**config.mk**
```make
export PLATFORM = sky130hd
export DESIGN_NAME = irq_seq
export DESIGN_NICKNAME = d
export VERILOG_FILES = /design/src/rtl/cp0_pkg.sv /design/src/rtl/irq_prio_enc.sv /design/src/rtl/irq_seq.sv
export SDC_FILE = /design/constraint.sdc
export NUM_CORES = 1
export LEC_CHECK = 0
export CAP_MARGIN = 20
export CORE_MARGIN = 8
export CORE_UTILIZATION = 42
export DETAILED_ROUTE_END_ITERATION = 12
export HOLD_SLACK_MARGIN = 0.02
export PLACE_DENSITY = 0.87
export SLEW_MARGIN = 15
export SYNTH_ARGS = -nofsm -noshare
export SYNTH_HDL_FRONTEND = slang
export SYNTH_HIERARCHICAL = 1
export SYNTH_SLANG_ARGS = --single-unit
```
**constraint.sdc**
```tcl
create_clock -name clk_I -period 3.7 [get_ports clk_I]
set_input_delay 0.37 -clock clk_I [delete_from_list [all_inputs] [get_ports clk_I]]
set_output_delay 0.37 -clock clk_I [all_outputs]
set_load 0.02 [all_outputs]
```
**src/rtl/cp0_pkg.sv**
```systemverilog
// Shared CP0 definitions for the interrupt sequencer: register selects,
// SR/Cause bit positions and the sequencer state type.
package cp0_pkg;

    localparam logic [1:0] CP0_SEL_SR    = 2'd0;
    localparam logic [1:0] CP0_SEL_CAUSE = 2'd1;
    localparam logic [1:0] CP0_SEL_EPC   = 2'd2;

    localparam int IE_BIT  = 0;
    localparam int EXL_BIT = 1;
    localparam int IM_LSB  = 10;
    localparam int IP_LSB  = 10;
    localparam int EXC_LSB = 2;
    localparam int EXC_W   = 5;

    typedef enum logic [1:0] {
        IRQ_IDLE,
        IRQ_REQ,
        IRQ_SVC
    } irq_state_e;

endpackage

```
**src/rtl/irq_prio_enc.sv**
```systemverilog
// Fixed-priority encoder: the lowest set request bit wins.
module irq_prio_enc #(
    parameter int NUM_IRQ = 6
) (
    input  logic [NUM_IRQ-1:0] req_i,
    output logic               valid_o,
    output logic [4:0]         idx_o
);

    // Scan from the top down so the lowest set bit is written last and wins
    always_comb begin
        valid_o = |req_i;
        idx_o   = '0;
        for (int i = NUM_IRQ - 1; i >= 0; i--) begin
            if (req_i[i]) begin
                idx_o = 5'(i);
            end
        end
    end

endmodule

```
**src/rtl/irq_seq.sv**
```systemverilog
// Interrupt sequencer: owns SR/Cause/EPC, tracks level/edge pending bits,
// arbitrates by fixed priority and hands one request to the control FSM.
module irq_seq
    import cp0_pkg::*;
#(
    parameter int                NUM_IRQ   = 6,
    parameter int                PC_W      = 32,
    parameter logic [NUM_IRQ-1:0] EDGE_MASK = '0,
    parameter logic [PC_W-1:0]   ISR_ADDR  = PC_W'(32'h0000_4180)
) (
    input  logic               clk_I,
    input  logic               rstn_I,
    input  logic [NUM_IRQ-1:0] irq_I,
    input  logic               ack_I,
    input  logic [PC_W-1:0]    pc_I,
    input  logic               eret_I,
    input  logic               cp0_we_I,
    input  logic [1:0]         cp0_sel_I,
    input  logic [31:0]        cp0_wdata_I,
    output logic [31:0]        cp0_rdata_O,
    output logic               intreq_O,
    output logic [PC_W-1:0]    isr_pc_O,
    output logic [PC_W-1:0]    epc_O,
    output logic               exl_O
);

    irq_state_e         state_q;
    logic               intreq_q;
    logic [NUM_IRQ-1:0] prevIrq_q;
    logic [NUM_IRQ-1:0] ip_q, ip_d;
    logic [NUM_IRQ-1:0] im_q, im_d;
    logic               ie_q, ie_d;
    logic               exl_q, exl_d;
    logic [EXC_W-1:0]   exc_q, exc_d;
    logic [PC_W-1:0]    epc_q, epc_d;

    logic [NUM_IRQ-1:0] pendMasked;
    logic               winValid;
    logic [4:0]         winIdx;
    logic [NUM_IRQ-1:0] winOneHot;
    logic [NUM_IRQ-1:0] ipRise;
    logic [NUM_IRQ-1:0] ipClear;
    logic               ackTake;
    logic               srWr, causeWr, epcWr;
    logic               reqNow, reqNext;
    logic [31:0]        srVal, causeVal;
    logic               wdata_unused;

    assign pendMasked = ip_q & im_q;

    irq_prio_enc #(
        .NUM_IRQ (NUM_IRQ)
    ) u_prio (
        .req_i   (pendMasked),
        .valid_o (winValid),
        .idx_o   (winIdx)
    );

    assign ackTake   = ack_I && (state_q == IRQ_REQ);
    assign srWr      = cp0_we_I && (cp0_sel_I == CP0_SEL_SR);
    assign causeWr   = cp0_we_I && (cp0_sel_I == CP0_SEL_CAUSE);
    assign epcWr     = cp0_we_I && (cp0_sel_I == CP0_SEL_EPC);
    assign winOneHot = winValid ? (NUM_IRQ'(1) << winIdx) : '0;
    assign wdata_unused = ^cp0_wdata_I;

    // Next values of the architectural CP0 state; an accepted ack overrides mtc0
    always_comb begin
        ipRise  = irq_I & ~prevIrq_q;
        ipClear = '0;
        if (causeWr) begin
            ipClear = ipClear | cp0_wdata_I[IP_LSB +: NUM_IRQ];
        end
        if (ackTake) begin
            ipClear = ipClear | winOneHot;
        end
        ip_d  = (EDGE_MASK & ((ip_q & ~ipClear) | ipRise)) | (~EDGE_MASK & irq_I);
        ie_d  = ie_q;
        im_d  = im_q;
        exl_d = exl_q;
        exc_d = exc_q;
        epc_d = epc_q;
        if (ackTake) begin
            epc_d = pc_I;
            exl_d = 1'b1;
            exc_d = winIdx;
        end else begin
            if (srWr) begin
                ie_d  = cp0_wdata_I[IE_BIT];
                exl_d = cp0_wdata_I[EXL_BIT];
                im_d  = cp0_wdata_I[IM_LSB +: NUM_IRQ];
            end
            if (epcWr) begin
                epc_d = PC_W'(cp0_wdata_I);
            end
        end
        if (eret_I && !ackTake) begin
            exl_d = 1'b0;
        end
        reqNow  = ie_q && !exl_q && (|(ip_q & im_q));
        reqNext = ie_d && !exl_d && (|(ip_d & im_d));
    end

    // Register all CP0 state and run the IDLE/REQ/SVC sequencer with a registered request
    always_ff @(posedge clk_I or negedge rstn_I) begin
        if (!rstn_I) begin
            state_q   <= IRQ_IDLE;
            intreq_q  <= 1'b0;
            prevIrq_q <= '0;
            ip_q      <= '0;
            im_q      <= '0;
            ie_q      <= 1'b0;
            exl_q     <= 1'b0;
            exc_q     <= '0;
            epc_q     <= '0;
        end else begin
            prevIrq_q <= irq_I;
            ip_q      <= ip_d;
            im_q      <= im_d;
            ie_q      <= ie_d;
            exl_q     <= exl_d;
            exc_q     <= exc_d;
            epc_q     <= epc_d;
            case (state_q)
                IRQ_IDLE: begin
                    if (reqNow) begin
                        state_q  <= IRQ_REQ;
                        intreq_q <= 1'b1;
                    end
                end
                IRQ_REQ: begin
                    if (ackTake) begin
                        state_q  <= IRQ_SVC;
                        intreq_q <= 1'b0;
                    end else if (!reqNext) begin
                        state_q  <= IRQ_IDLE;
                        intreq_q <= 1'b0;
                    end
                end
                IRQ_SVC: begin
                    if (eret_I) begin
                        state_q <= IRQ_IDLE;
                    end
                end
                default: begin
                    state_q  <= IRQ_IDLE;
                    intreq_q <= 1'b0;
                end
            endcase
        end
    end

    // mfc0 read path shows the register values held before this edge
    always_comb begin
        srVal                      = '0;
        srVal[IE_BIT]              = ie_q;
        srVal[EXL_BIT]             = exl_q;
        srVal[IM_LSB +: NUM_IRQ]   = im_q;
        causeVal                   = '0;
        causeVal[IP_LSB +: NUM_IRQ] = ip_q;
        causeVal[EXC_LSB +: EXC_W] = exc_q;
        case (cp0_sel_I)
            CP0_SEL_SR:    cp0_rdata_O = srVal;
            CP0_SEL_CAUSE: cp0_rdata_O = causeVal;
            CP0_SEL_EPC:   cp0_rdata_O = 32'(epc_q);
            default:       cp0_rdata_O = '0;
        endcase
    end

    assign intreq_O = intreq_q;
    assign isr_pc_O = ISR_ADDR;
    assign epc_O    = epc_q;
    assign exl_O    = exl_q;

endmodule

```
==> qor.yml <==
grt:
  grt_pass1_vias: 2758
  grt_max_degree: 55
  antenna_found_initial: 0
  gr-total-overflow: 0
  grt_use_total: 0.172
  grt_pass1_wl_mm: 13.9
die:
  die-height_um: 101
  core-area_um2: 7140
  die_w_um: 101
  row_count: 31
  die_area_um2: 10200
  pin_count: 175
  start_util: 0.427
sta:
  fin_crit_sh: 0.803
  hold_viol_final: 0
  tns_ps: 0
  setup_viol: 0
  slew_headroom: 0.493
  rsz0062_at_grt: "no"
  fmax_ghz: 0.337
  fin_crit_ps: 2970
  maxSlewViolCount: 0
  hold_ws_ps: 174
  fin_worst_skew_ps: 10.4
  worst_slew_pin_slew_ps: 758
routing:
  remaining_drc_errors: 0
  maxUsedRoutingLayer: "met4"
  wl_met3_um: 704
  first_iter_violations: 77
  first_pass_iters: 4
  wl_per_cell_um: 16.9
  wirelength_mm: 9.22
  vias_per_cell: 4.84
  wl_met2_mm: 4.88
  vias: 2645
  met1_length_mm: 3.55
  antenna_left: 0
power:
  p_sw_w: 0.00118
  p_comb_frac: 0.520
  ir_worst_vdd_uv: 292
  seqPwrFrac: 0.347
  powerDensity_nw_per_um2: 656
  swShare: 0.396
  p_int_w: 0.00180
  p_clk_frac: 0.133
  p_leak_nw: 2.10
synth:
  synth_cells: 310
  ys_warn_count: 6
  avgSynthCellArea_um2: 9.82
  netlist_area_um2: 3040
final_layout:
  area_growth_pct: 49.5
  diodes: 0
  nets: 524
  layout-drive-gt1-share: 0.0692
  final_core_util: 0.638
setup_path:
  critPathKind: "primary input to primary output"
  critPathMaxStageDelay_ps: 700
  worst_setup_path_start_kind: "primary input"
  r2r_slack_ps: 1460
  critPathMaxFanout: 11
  critical_path.slowest_cell: "clkdlybuf4s50_1"
  required_ps: 3330
  critPathArrivalTime_ps: 2600
  cpLargestDelayFamily: "buffers and inverters"
  endpoint_kind: "primary output"
  worstPathCellList: "clkdlybuf4s50_1 -> nor2b_2 -> buf_4 -> nand2_1 -> o21ai_0 -> clkdlybuf4s50_1"
  crit_path_frequent_cell: "clkdlybuf4s50_1"
  crit_buf_inv: 3
clocking:
  ctsHoldBuffers: 0
  cts_inserted_buffers: 5
  cts.root.buffer_cell: "clkbuf_8"
  clock_latency_ps: 310
  post-cts-setup-buffer-count: 0
  cts_buffer_depth: 2
  ctsResizeCount: 0
  path_clk_slew_ps: 100
  cts_tree: "built"
  htree_levels: 2
  clkSinkCount: 54
placed_design:
  gp_congestion: 0.797
  dp_hpwl_mm: 7.43
  portBuffers: 142
run:
  drv_cap: 0
min_path:
  worstHoldPathType: "primary input to async pin"
status:
  status: "completed"
## flip-flops by register name, summed over array words and instances (netlist names)
register and flops:
epc_O 32, im_q 6, ip_q 6, exc_q 5
state_q 2, exl_O 1, ie_q 1, intreq_O 1
## power by group through the flow
stage | registers (W) | clock network (W) | logic [W]
floorplan | 0.00124 | 0 | 0.000624
global placement | 0.00104 | 0 | 0.00154
detailed placement | 0.00105 | 0 | 0.00157
CTS | 0.00104 | 0.000406 | 0.00157
global route | 0.00108 | 0.000421 | 0.00166
finish | 0.00104 | 0.000396 | 0.00155
## placed cells by master (no fill, tap or decap)
master / count
buf_4: 6
nor3_1: 3
or4b_1: 1
nor4b_1: 1
nor2b_2: 1
mux2_2: 11
a22o_1: 7
inv_1: 2
dfrtp_1: 54
and2_1: 26
clkbuf_8: 5
mux2_1: 1
o21ai_0: 7
a22oi_1: 2
mux2i_1: 43
nor2b_1: 1
a222oi_1: 1
or4_1: 2
nand2b_1: 1
clkinvlp_4: 2
conb_1: 34
nand2_1: 14
nor3b_2: 1
nor2_1: 40
nand3b_4: 1
buf_2: 1
a21oi_1: 32
a221oi_1: 3
clkdlybuf4s50_1: 141
nand2_4: 1
nand2_2: 1
bufinv_16: 1
a31oi_1: 1
## through the flow
step	cells	setup WS, ps	instance area, µm²	power [W]
final	547	731	4550	0.00298
after global routing	547	560	4550	0.00316
after CTS	547	711	4550	0.00301
after detailed placement	539	696	4440	0.00262
after global placement	539	782	4440	0.00258
after floorplan	341	1810	3160	0.00186
## per-layer routing
metal / GRT usage / vias up
met5: 0 / -
met4: 0.0389 / 0
met3: 0.0467 / 9
met2: 0.321 / 112
met1: 0.189 / 1256
li1: - / 1268
## final timing paths
path                                   start              end  depth (start not counted)
worst max-delay path            cp0_sel_I[0]  cp0_rdata_O[10]                          6
worst max register to register    state_q[1]         intreq_O                          5
worst min register to register      exc_q[0]         exc_q[0]                          1
max in group asynchronous             rstn_I        epc_O[19]                          2
worst min-delay path                  rstn_I            exl_O                          2
min in group clk_I                  exc_q[0]         exc_q[0]                          1
## area by class of cell
class | instances | area [µm²]
clock buffers | 5 | 68.8
clock inverters | 3 | 45.0
fillers | 622 | 2590
inverters | 2 | 7.51
multi-input cells | 236 | 1490
flip-flops and latches | 54 | 1350
well taps | 99 | 124
repair buffers | 148 | 1460
Note: power is estimated with default switching activity, not from simulation.
